--- src/rtl/imem_debug_loader.sv ---
// -----------------------------------------------------------------------------
// imem_debug_loader
//
// Purpose:
//   Drives the instruction-RAM debug port (A2/WD2/WE2/RD2) from a byte stream,
//   for example a UART receiver. Bytes are packed little-endian into 32-bit
//   words. In PROGRAM mode each word is written to consecutive word addresses.
//   In VERIFY mode each word is read back and compared against the stream, and
//   mismatches are counted. The CPU pipeline is held for the whole transfer.
//
// Ports:
//   clk            - system clock, all logic on the rising edge
//   rst            - synchronous active-high reset
//   start          - one-cycle pulse starting a transfer (accepted in IDLE only)
//   verify         - sampled with start: 0 = PROGRAM, 1 = VERIFY
//   base_addr      - byte address of the first word (low two bits ignored)
//   word_count     - number of words to transfer, sampled with start
//   abort          - terminates a transfer in progress
//   s_valid/s_data - incoming stream byte
//   s_ready        - stream byte accepted when s_valid & s_ready
//   A2/WD2/WE2     - debug-port address, write data and byte write enables
//   RD2            - debug-port read data, valid one cycle after A2
//   cpu_hold       - holds the CPU pipeline while a transfer is in progress
//   busy           - high in any state other than IDLE
//   done           - one-cycle pulse on normal completion
//   aborted        - one-cycle pulse when a transfer ends by abort
//   err_count      - saturating count of VERIFY mismatches in the last transfer
//   first_err_addr - byte address of the first mismatch, 0 if none
// -----------------------------------------------------------------------------
module imem_debug_loader #(
  parameter int CNT_W = 16,
  parameter int ERR_W = 16
) (
  input  logic             clk,
  input  logic             rst,
  input  logic             start,
  input  logic             verify,
  input  logic [31:0]      base_addr,
  input  logic [CNT_W-1:0] word_count,
  input  logic             abort,
  input  logic             s_valid,
  input  logic [7:0]       s_data,
  output logic             s_ready,
  output logic [31:0]      A2,
  output logic [31:0]      WD2,
  output logic [3:0]       WE2,
  input  logic [31:0]      RD2,
  output logic             cpu_hold,
  output logic             busy,
  output logic             done,
  output logic             aborted,
  output logic [ERR_W-1:0] err_count,
  output logic [31:0]      first_err_addr
);

  typedef enum logic [2:0] {
    ST_IDLE    = 3'd0,
    ST_COLLECT = 3'd1,
    ST_WRITE   = 3'd2,
    ST_RD_ADDR = 3'd3,
    ST_RD_CMP  = 3'd4,
    ST_DONE    = 3'd5
  } state_e;

  state_e           state_q, state_d;
  logic [31:0]      addr_q, addr_d;
  logic [CNT_W-1:0] cnt_q, cnt_d;
  logic [CNT_W-1:0] cnt_tgt_q, cnt_tgt_d;
  logic             mode_q, mode_d;
  logic [31:0]      word_q, word_d;
  logic [1:0]       byte_idx_q, byte_idx_d;
  logic [ERR_W-1:0] err_q, err_d;
  logic [31:0]      first_err_q, first_err_d;
  logic             aborted_q, aborted_d;
  logic [31:0]      a2_q;
  logic [31:0]      wd2_q;

  logic [CNT_W-1:0] cnt_inc;
  logic             last_word;

  // The two low address bits are forced to zero, so they never reach the logic.
  logic             unused_base_lsbs;
  assign unused_base_lsbs = ^base_addr[1:0];

  // The counter is compared at CNT_W bits, so an all-ones word_count is the
  // largest transfer and the increment wraps rather than widening.
  assign cnt_inc   = cnt_q + 1'b1;
  assign last_word = (cnt_inc == cnt_tgt_q);

  // Next-state and output decode. A2/WD2 fall back to the hold registers in
  // states that do not drive the port, so the port keeps its last value.
  always_comb begin
    state_d     = state_q;
    addr_d      = addr_q;
    cnt_d       = cnt_q;
    cnt_tgt_d   = cnt_tgt_q;
    mode_d      = mode_q;
    word_d      = word_q;
    byte_idx_d  = byte_idx_q;
    err_d       = err_q;
    first_err_d = first_err_q;
    aborted_d   = 1'b0;
    s_ready     = 1'b0;
    WE2         = 4'h0;
    A2          = a2_q;
    WD2         = wd2_q;
    done        = 1'b0;

    unique case (state_q)
      ST_IDLE: begin
        if (start) begin
          addr_d      = {base_addr[31:2], 2'b00};
          cnt_tgt_d   = word_count;
          mode_d      = verify;
          err_d       = '0;
          first_err_d = '0;
          byte_idx_d  = 2'd0;
          cnt_d       = '0;
          state_d     = (word_count == '0) ? ST_DONE : ST_COLLECT;
        end
      end

      ST_COLLECT: begin
        s_ready = 1'b1;
        if (s_valid) begin
          word_d[8*byte_idx_q +: 8] = s_data;
          byte_idx_d                = byte_idx_q + 2'd1;
          if (byte_idx_q == 2'd3) begin
            state_d = mode_q ? ST_RD_ADDR : ST_WRITE;
          end
        end
      end

      ST_WRITE: begin
        WE2     = 4'hF;
        A2      = addr_q;
        WD2     = word_q;
        addr_d  = addr_q + 32'd4;
        cnt_d   = cnt_inc;
        state_d = last_word ? ST_DONE : ST_COLLECT;
      end

      ST_RD_ADDR: begin
        A2      = addr_q;
        state_d = ST_RD_CMP;
      end

      ST_RD_CMP: begin
        // RD2 now reflects the address presented in RD_ADDR.
        A2 = addr_q;
        if (RD2 != word_q) begin
          if (err_q != '1) begin
            err_d = err_q + 1'b1;
          end
          if (err_q == '0) begin
            first_err_d = addr_q;
          end
        end
        addr_d  = addr_q + 32'd4;
        cnt_d   = cnt_inc;
        state_d = last_word ? ST_DONE : ST_COLLECT;
      end

      ST_DONE: begin
        done    = 1'b1;
        state_d = ST_IDLE;
      end

      default: begin
        state_d = ST_IDLE;
      end
    endcase

    // Abort overrides every transition. A write already on the port this
    // cycle still happens; the partial word and any error update are dropped.
    if (state_q != ST_IDLE && abort) begin
      state_d     = ST_IDLE;
      aborted_d   = 1'b1;
      done        = 1'b0;
      byte_idx_d  = 2'd0;
      err_d       = err_q;
      first_err_d = first_err_q;
    end
  end

  // State and datapath registers. The A2/WD2 hold registers track whatever
  // the port showed this cycle so idle states repeat it.
  always_ff @(posedge clk) begin
    if (rst) begin
      state_q     <= ST_IDLE;
      addr_q      <= '0;
      cnt_q       <= '0;
      cnt_tgt_q   <= '0;
      mode_q      <= 1'b0;
      word_q      <= '0;
      byte_idx_q  <= 2'd0;
      err_q       <= '0;
      first_err_q <= '0;
      aborted_q   <= 1'b0;
      a2_q        <= '0;
      wd2_q       <= '0;
    end else begin
      state_q     <= state_d;
      addr_q      <= addr_d;
      cnt_q       <= cnt_d;
      cnt_tgt_q   <= cnt_tgt_d;
      mode_q      <= mode_d;
      word_q      <= word_d;
      byte_idx_q  <= byte_idx_d;
      err_q       <= err_d;
      first_err_q <= first_err_d;
      aborted_q   <= aborted_d;
      a2_q        <= A2;
      wd2_q       <= WD2;
    end
  end

  assign busy           = (state_q != ST_IDLE);
  assign cpu_hold       = busy;
  assign aborted        = aborted_q;
  assign err_count      = err_q;
  assign first_err_addr = first_err_q;

endmodule

--- config.mk ---
export PLATFORM = sky130hd
export DESIGN_NAME = imem_debug_loader
export DESIGN_NICKNAME = d
export VERILOG_FILES = /design/src/rtl/imem_debug_loader.sv
export SDC_FILE = /design/constraint.sdc
export NUM_CORES = 1
export LEC_CHECK = 0
export ABC_AREA = 1
export CAP_MARGIN = 20
export CORE_ASPECT_RATIO = 0.6
export CORE_MARGIN = 8
export CORE_UTILIZATION = 50
export DETAILED_ROUTE_END_ITERATION = 8
export DONT_BUFFER_PORTS = 1
export GPL_TIMING_DRIVEN = 1
export PLACE_DENSITY = 0.68
export RECOVER_POWER = 100
export SYNTH_ARGS = -nofsm -noshare
export SYNTH_HDL_FRONTEND = slang
export SYNTH_SLANG_ARGS = --single-unit
--- constraint.sdc ---
create_clock -name clk -period 5.8 [get_ports clk]
set_input_delay 0.58 -clock clk [delete_from_list [all_inputs] [get_ports clk]]
set_output_delay 0.58 -clock clk [all_outputs]
set_load 0.005 [all_outputs]
# --- Yosys cells after proc, flatten, opt, wreduce, memory -nomap -nowiden ---
# Index checks and enable logic that the tools add are counted.
op_classes:
  n_addsub: 5
  eq_ne: 15
  shift: 2
  mux: 29
  n_bitwise: 1
  reduce_logical: 18
ops:
  columns: ["op", "count"]
  rows:
  - ["$mux 32", 6]
  - ["$pmux 32 s2", 2]
  - ["$pmux 16 s2", 2]
  - ["$mux 16", 3]
  - ["$neg 5->34", 1]
  - ["$shift 8x34->32 const A", 1]
  - ["$shiftx 8x34->32", 1]
  - ["$add 16x1->16 const B", 2]
  - ["$add 32x3->32 const B", 1]
  - ["$bwmux 32", 1]
  - ["$logic_not 16->1", 2]
  - ["$ne 32x32->1", 1]
  - ["$eq 16x16->1", 1]
  - ["$ne 16x16->1 const B", 1]
  - ["$mux 3", 5]
  - ["$ne 2x2->1 const B", 6]
  - ["$pmux 3 s4", 1]
  - ["$reduce_and 5->1", 2]
  - ["$eq 3x2->1 const B", 2]
  - ["$eq 3x3->1 const B", 2]
  - ["$reduce_and 2->1", 3]
  - ["$reduce_and 3->1", 2]
  - ["$reduce_bool 2->1", 3]
  - ["$mux 1", 5]
  - ["12 further kinds", 14]
totals:
  regBits: 215
  input_bits: 94
  output_inout_bits: 121
  elab_cells: 82

# --- Longest topological paths before layout ---
# Gate-level depths: netlist of run 1.
logic_depth:
  depth_word: 4
  ltp_mapped: 14
  mapped_depth_nobuf: 13

# --- Least setup slack after synthesis of run 1 ---
# OpenSTA, ideal clock, no wires.
synth_path:
  path_kind: "reg2out"
  from: "register state_q[2]"
  to: "output WE2[1]"
  t_arrival_ps: 1487
  required_time_ps: 5220
  setup_slack_ps: 3733
  stages_incl_launch_ff: 7
  path_buffers: 3
  path_cell_list: "dfxtp_1 inv_2 nand3_1 inv_1 clkbuf_1 clkbuf_1 buf_4"
synth_between:
  elab_chain_cells: 2
synth_lines:
  columns: ["element", "line_no", "text"]
  rows:
  - ["from (decl)", "65", "state_e state_q, state_d;"]
  - ["from (signal assigned)", "203", "state_q <= state_d;"]
  - ["$eq 3x2->1", "109", "unique case (state_q)"]
  - ["$mux 4", "109", null]
  - ["to (decl)", "46", "output logic [3:0] WE2,"]
# Every way passes these cells.

# --- Worst setup path in the final report of run 1 ---
layout_path:
  from: "register state_q[2]"
  to: "output WD2[2]"
layout_between:
  elab_chain_cells: 2
layout_lines:
  columns: ["element", "line_no", "text"]
  rows:
  - ["$eq 3x2->1", "109", null]
  - ["$mux 32", "109", null]
  - ["to (decl)", "45", "output logic [31:0] WD2,"]
# Every way passes these cells.

==> flow_summary.ini, run 1 <==
[worst_setup_path]
reg2reg_from = state_q[1]
crit_arrival_ns = 3.98
startpoint_type = flip-flop
path_class = reg2out
reg2regPathDepth = 13
cp-endpoint = WD2[2]
reg2reg_slack_ns = 1.26
worstPathMaxFanout = 67
crit_required_ns = 5.22
cp-startpoint = state_q[2]
rr_endpoint = addr_q[13]
endpoint_kind = output pin

[clock_network]
numClockSinks = 211
tritoncts = done
cts_setup_buffers = 0
clk_latency_ns = 0.51
hold_buffers = 0
clockRootBuffer = clkbuf_16
htreeDepth = 1
ctsResizeCount = 0
cts_buffers = 22
clock_path_buffers = 3
cts.reportedPaths.clkPinSlew_ns = 0.07

[global_route]
antenna_found_initial = 2
use_met2_pct = 32.4
grt_max_degree = 163
grtUsageMet1_pct = 35.7
grt_pass1_wl_um = 53800
met3_usage_pct = 6.29
grt-ovfl-total = 0
grt_busiest_layer = met1
track_usage_pct = 23.4
grt_pass1_vias = 9504

[place]
gp_congestion = 0.934
numPortBuffers = 0
dpl.hpwl_um = 25400
dpl_worst_slack_ns = 2.42

[logic_synthesis]
netlist_instances = 1746
synth_seq_cells = 211
yosysSeqAreaShare_pct = 36.5
async_flop_share_pct = 0
synth-edff-count = 0
synthDistinctLibCells = 40
yosysTopAreaCellShare_pct = 36.5
syn_area_per_cell_sq_um = 6.62
synth_area_leader_cell = dfxtp_1
synth_common_cells = nand2_1 (372), inv_1 (268), dfxtp_1 (211), a21oi_1 (169), nor2_1 (152)
synthMostInstantiatedCell = nand2_1
syn-cell-area_sq_um = 11600
yosysWarnings = 0
netlist_top_cells_area = dfxtp_1 (37%), nand2_1 (12%), inv_1 (8.7%), a21oi_1 (7.3%), a211oi_1 (5.0%)
yosys_most_used_dff = dfxtp_1

[drt]
vias_per_cell = 5.42
wl_per_cell_um = 17.3
first_iter_violations = 1145
wl_um = 34900
vias = 10900
ant_nets = 0
drc = 0
detail_route.first_pass.iterations = 6

[timing]
worstMarginPinSlew_ns = 2.25
hold_violations = 0
hold_slack_ns = 0.140
rsz0062_at_grt = no
finalMaxSlewViolations = 174
relSlewSlack_pct = -50.8
fin_setup_tns_ns = 0
period_share_pct = 78.5
min_period_ns = 4.56
clock_skew_ns = 0.0101
fmax_mhz = 220
fin_ws_ns = 1.24
setup_viol = 0

[power]
pwr-share-clk_pct = 36.2
ir_worst_vdd_mv = 0.178
power.leakage_nw = 4.93
power.share.sequential_pct = 42.3
total_power_w = 0.00416
powerDensity_nw_per_um2 = 336
swShare_pct = 32.3
power.internal_w = 0.00281
pwr-share-comb_pct = 21.5
power_switching_w = 0.00134

[die]
pin_count = 215
core-area_sq_um = 22900
start_util_pct = 50.4
dieHeight_um = 134
rows = 43
die_x_um = 212
fp.dieArea_sq_um = 28400

[cells_and_area]
fin_nets = 1789
final_util_pct = 54.0
fillers = 2308
layout-drive-gt1-share_pct = 5.94
syn2layout_area_growth_pct = 7.08

[run]
drv_cap = 3

[run_status]
failed_checks = capacitance limit, slew limit
status = finished, violations left

[worst_hold_path]
hold_class = in2reg
-- per-layer routing --
metal  vias up  wire [um]
li1       5529          -
met2       441      14100
met5         -         12
met1      4909      16800
met3        43       3520
met4         2        563
-- metrics by stage --
step | instances | cell area, sq um
floorplan | 1747 | 11600
global placement | 1976 | 11600
detailed placement | 1976 | 11600
CTS | 2015 | 12400
global route | 2017 | 12400
finish | 2017 | 12400
-- worst max-delay path, cell delays in order (launching register included) --
cell and delay, ns:
dfxtp_1 0.33, inv_1 0.13, nand3_1 0.12, inv_1 1.29, clkbuf_1 1.02, or2_2 0.26
inv_1 0.05, a21oi_1 0.24
-- logic make-up (layout without fill, tap and decap cells) --
logic type / after synthesis / count (layout) / share of synthesized area, %
buffers and inverters: 370 / 324 / 12.5
adder cells (fa/ha/maj): 9 / 9 / 0.974
XOR/XNOR: 44 / 44 / 3.45
AO/OA/AOI/OAI: 335 / 335 / 16.9
flip-flops: 211 / 211 / 36.5
AND/OR/NAND/NOR: 776 / 776 / 29.6
other: 1 / 3 / 0.0324
-- cell usage in the layout, fill, tap and decap left out, drive strengths merged, types with 48 or more instances in the layout --
cell,count
nor2,156
a211oi,77
nand3,95
nand4,65
a21oi,170
dfxtp,211
nand2,375
o21ai,59
or2,48
inv,274
-- state kept, by name, summed over array words and instances (netlist names) --
name / flops
err_count: 16
aborted: 1
byte_idx_q: 2
wd2_q: 32
cnt_q: 16
addr_q: 30
state_q: 3
mode_q: 1
word_q: 32
a2_q: 32
first_err_addr: 30
cnt_tgt_q: 16
-- final cells by class --
cell class / instances / area (sq um) / share of cell area, %
tap: 315 / 394 / 3.18
multi-input combinational: 1166 / 5870 / 47.4
clock inverter: 5 / 75.1 / 0.607
sequential: 211 / 4220 / 34.1
clock buffer: 34 / 697 / 5.63
inverter: 275 / 1030 / 8.34
timing repair buffer: 10 / 82.6 / 0.667
antenna: 1 / 2.50 / 0.0202
-- worst min path at each step --
| stage | from | end | slack, ns | cells past startpoint |
|---|---|---|---|---|
| 3_3_place_gp | a2_q[1] | a2_q[1] | 0.43 | 2 |
| 4_1_cts | rst | addr_q[14] | 0.14 | 1 |
| 2_1_floorplan | a2_q[0] | a2_q[0] | 0.42 | 2 |
| 5_1_grt | rst | wd2_q[24] | 0.13 | 1 |
| 3_5_place_dp | a2_q[1] | a2_q[1] | 0.44 | 2 |
| 6_report | rst | a2_q[13] | 0.14 | 1 |
-- power by group through the flow --
stage                     Sequential (W)  Clock, W  Combinational (W)
after detailed placement         0.00179         0           0.000873
final                            0.00176   0.00151           0.000893
after global placement           0.00179         0           0.000858
after global routing             0.00178   0.00160            0.00101
after CTS                        0.00176   0.00153           0.000878
after floorplan                  0.00173         0           0.000731
Note: power is estimated with default switching activity, not from simulation.
==> run 2: changes to the inputs <==
--- a/config.mk
+++ b/config.mk
@@ -5,7 +5,7 @@
 export SDC_FILE = /design/constraint.sdc
 export NUM_CORES = 1
 export LEC_CHECK = 0
-export ABC_AREA = 1
+export ABC_AREA = 0
 export CAP_MARGIN = 20
 export CORE_ASPECT_RATIO = 0.6
 export CORE_MARGIN = 8
==> constraint.sdc (replaced) <==
create_clock -name clk -period 4.55 [get_ports clk]
set_input_delay 0.455 -clock clk [delete_from_list [all_inputs] [get_ports clk]]
set_output_delay 0.455 -clock clk [all_outputs]
set_load 0.005 [all_outputs]
==> flow_summary.ini, run 2 <==
[timing]
worstMarginPinSlew_ns = 1.49
relSlewSlack_pct = 0.894
clock_skew_ns = 0.00786
hold_slack_ns = 0.0415
rsz0062_at_grt = no
min_period_ns = 3.59
period_share_pct = 78.9
fmax_mhz = 278
fin_ws_ns = 0.958
finalMaxSlewViolations = 0
hold_violations = 0
fin_setup_tns_ns = 0
setup_viol = 0

[worst_setup_path]
path_class = reg2reg
reg2reg_from = word_q[1]
cp-startpoint = word_q[1]
critPathTopFamily = simple AND/OR/NAND/NOR gates
crit_required_ns = 4.94
crit_chain = xnor2_1 -> nand4_1 -> nor4_1 -> and4_1 -> clkbuf_1 -> o211ai_1 -> o41ai_1
critPathMaxStageDelay_ns = 1.33
crit_arrival_ns = 3.98
endpoint_kind = flip-flop
crit_path_top_delay_cell = and4_1
worstPathMaxFanout = 46
startpoint_type = flip-flop
path_buf_inv = 1

[logic_synthesis]
syn_area_per_cell_sq_um = 8.44
yosys_most_used_dff = dfxtp_1
synthMostInstantiatedCell = dfxtp_1
yosysSeqAreaShare_pct = 42.3
yosysTopAreaCellShare_pct = 42.3
async_flop_share_pct = 0
synth_seq_cells = 211
netlist_top_cells_area = dfxtp_1 (42%), mux2_2 (5.9%), nand2_1 (5.0%), a21oi_1 (4.6%), and2_1 (4.3%)
yosysWarnings = 0
synthDistinctLibCells = 64
synth_common_cells = dfxtp_1 (211), nand2_1 (134), a21oi_1 (91), and2_1 (69), o21ai_0 (66)
netlist_instances = 1184
synth_area_leader_cell = dfxtp_1
syn-cell-area_sq_um = 9990
synth-edff-count = 0

[cells_and_area]
mostFrequentLayoutCell = dfxtp_1
layout-drive-gt1-share_pct = 5.31
syn2layout_area_growth_pct = 7.72
top_regs = a2_q (32), wd2_q (32), word_q (32)
fin_cells = 1421
fin_nets = 1238
final_cell_mix = dfxtp_1 (211), nand2_1 (134), a21oi_1 (90)
antenna_cells = 0
stdcell_area_sq_um = 10800

[die]
fp.dieArea_sq_um = 24900
rows = 40
start_util_pct = 50.4
die_x_um = 199
dieHeight_um = 126
pin_count = 215
core-area_sq_um = 19800

[drt]
ant_nets = 0
detail_route.first_pass.iterations = 5
wl_per_cell_um = 20.9
wl_um = 29800
drc = 0
vias = 8642
vias_per_cell = 6.08
first_iter_violations = 742

[clock_network]
clockRootBuffer = clkbuf_16
cts_setup_buffers = 0
tritoncts = done
clock_path_buffers = 3
numClockSinks = 211
cts.reportedPaths.clkPinSlew_ns = 0.06
htreeDepth = 1
cts_buffers = 21
ctsResizeCount = 0
clk_latency_ns = 0.49
hold_buffers = 0

[run]
drv_cap = 0

[place]
dpl_worst_slack_ns = 1.44
numPortBuffers = 0
gp_congestion = 0.857
place_inst = 1384
dpl.hpwl_um = 21100
dpl_cell_area_sq_um = 10100

[worst_hold_path]
hold_class = in2reg
hp-start = rst

[global_route]
grt_max_degree = 128
grt_pass1_wl_um = 45500
antenna_found_initial = 0
grt_pass1_vias = 7690
grt-ovfl-total = 0
track_usage_pct = 22.5

[power]
ir_worst_vdd_mv = 0.245
powerDensity_nw_per_um2 = 362
power.leakage_nw = 3.75

[run_status]
status = complete, no violations
## run 2: cell types whose count changed after synthesis, sizes merged, moves of 24 or more
cell | before | now
inv | 275 | 21
nand2 | 375 | 134
nor2 | 156 | 64
a21oi | 170 | 91
a211oi | 77 | 7
and2 | 0 | 70
mux2 | 0 | 52
or2 | 48 | 1
nand4 | 65 | 30
nand3 | 95 | 63
xnor2 | 16 | 40
## run 2: area by class of cell
cell class	instances	area, sq um
Timing Repair Buffer	15	106
Inverter	21	78.8
Clock buffer	26	554
Clock inverter	10	128
Sequential cell	211	4220
Multi-Input combinational cell	865	5330
Tap cell	273	342
Fill cell	1922	9050
## run 2: routing by layer
layer	up-vias	global-route usage [%]	wire length, um
met5	-	0	0
met2	348	31.1	12200
li1	4141	-	-
met3	31	5.68	2870
met1	4122	34.6	14300
met4	0	3.78	393
## run 2: logic make-up (layout without fill, tap and decap cells)
group	after synthesis	after routing	synth area share, %
other	1	2	0.0375
xor gates and xnor gates	46	46	4.03
DFF	211	211	42.3
buffers and inverters	109	72	4.49
AOI/OAI and AO/OA	260	260	16.3
adders and majority gates	9	9	1.13
and+or+nand+nor	492	492	25.5
muxes	56	56	6.26
## run 2: per-stage QoR
stage	util, %	total power (W)
after global routing	54.3	0.00403
after CTS	54.4	0.00392
after detailed placement	50.9	0.00218
final	54.3	0.00390
after floorplan	-	0.00213
after global placement	50.9	0.00218
## run 2: path summary, 6_finish.rpt
kind                            end  slack (ns)  cells after the start
setup / recovery  first_err_addr[4]        0.96                      7
hold reg to reg        cnt_tgt_q[7]        0.47                      2
hold / removal             a2_q[31]        0.04                      1
setup reg to reg  first_err_addr[4]        0.96                      7
## run 2: power breakdown
group	switching, W	internal (W)
combinational	0.000138	0.0000724
clock	0.000717	0.00103
sequential	0.0000524	0.00188
total	0.000907	0.00299
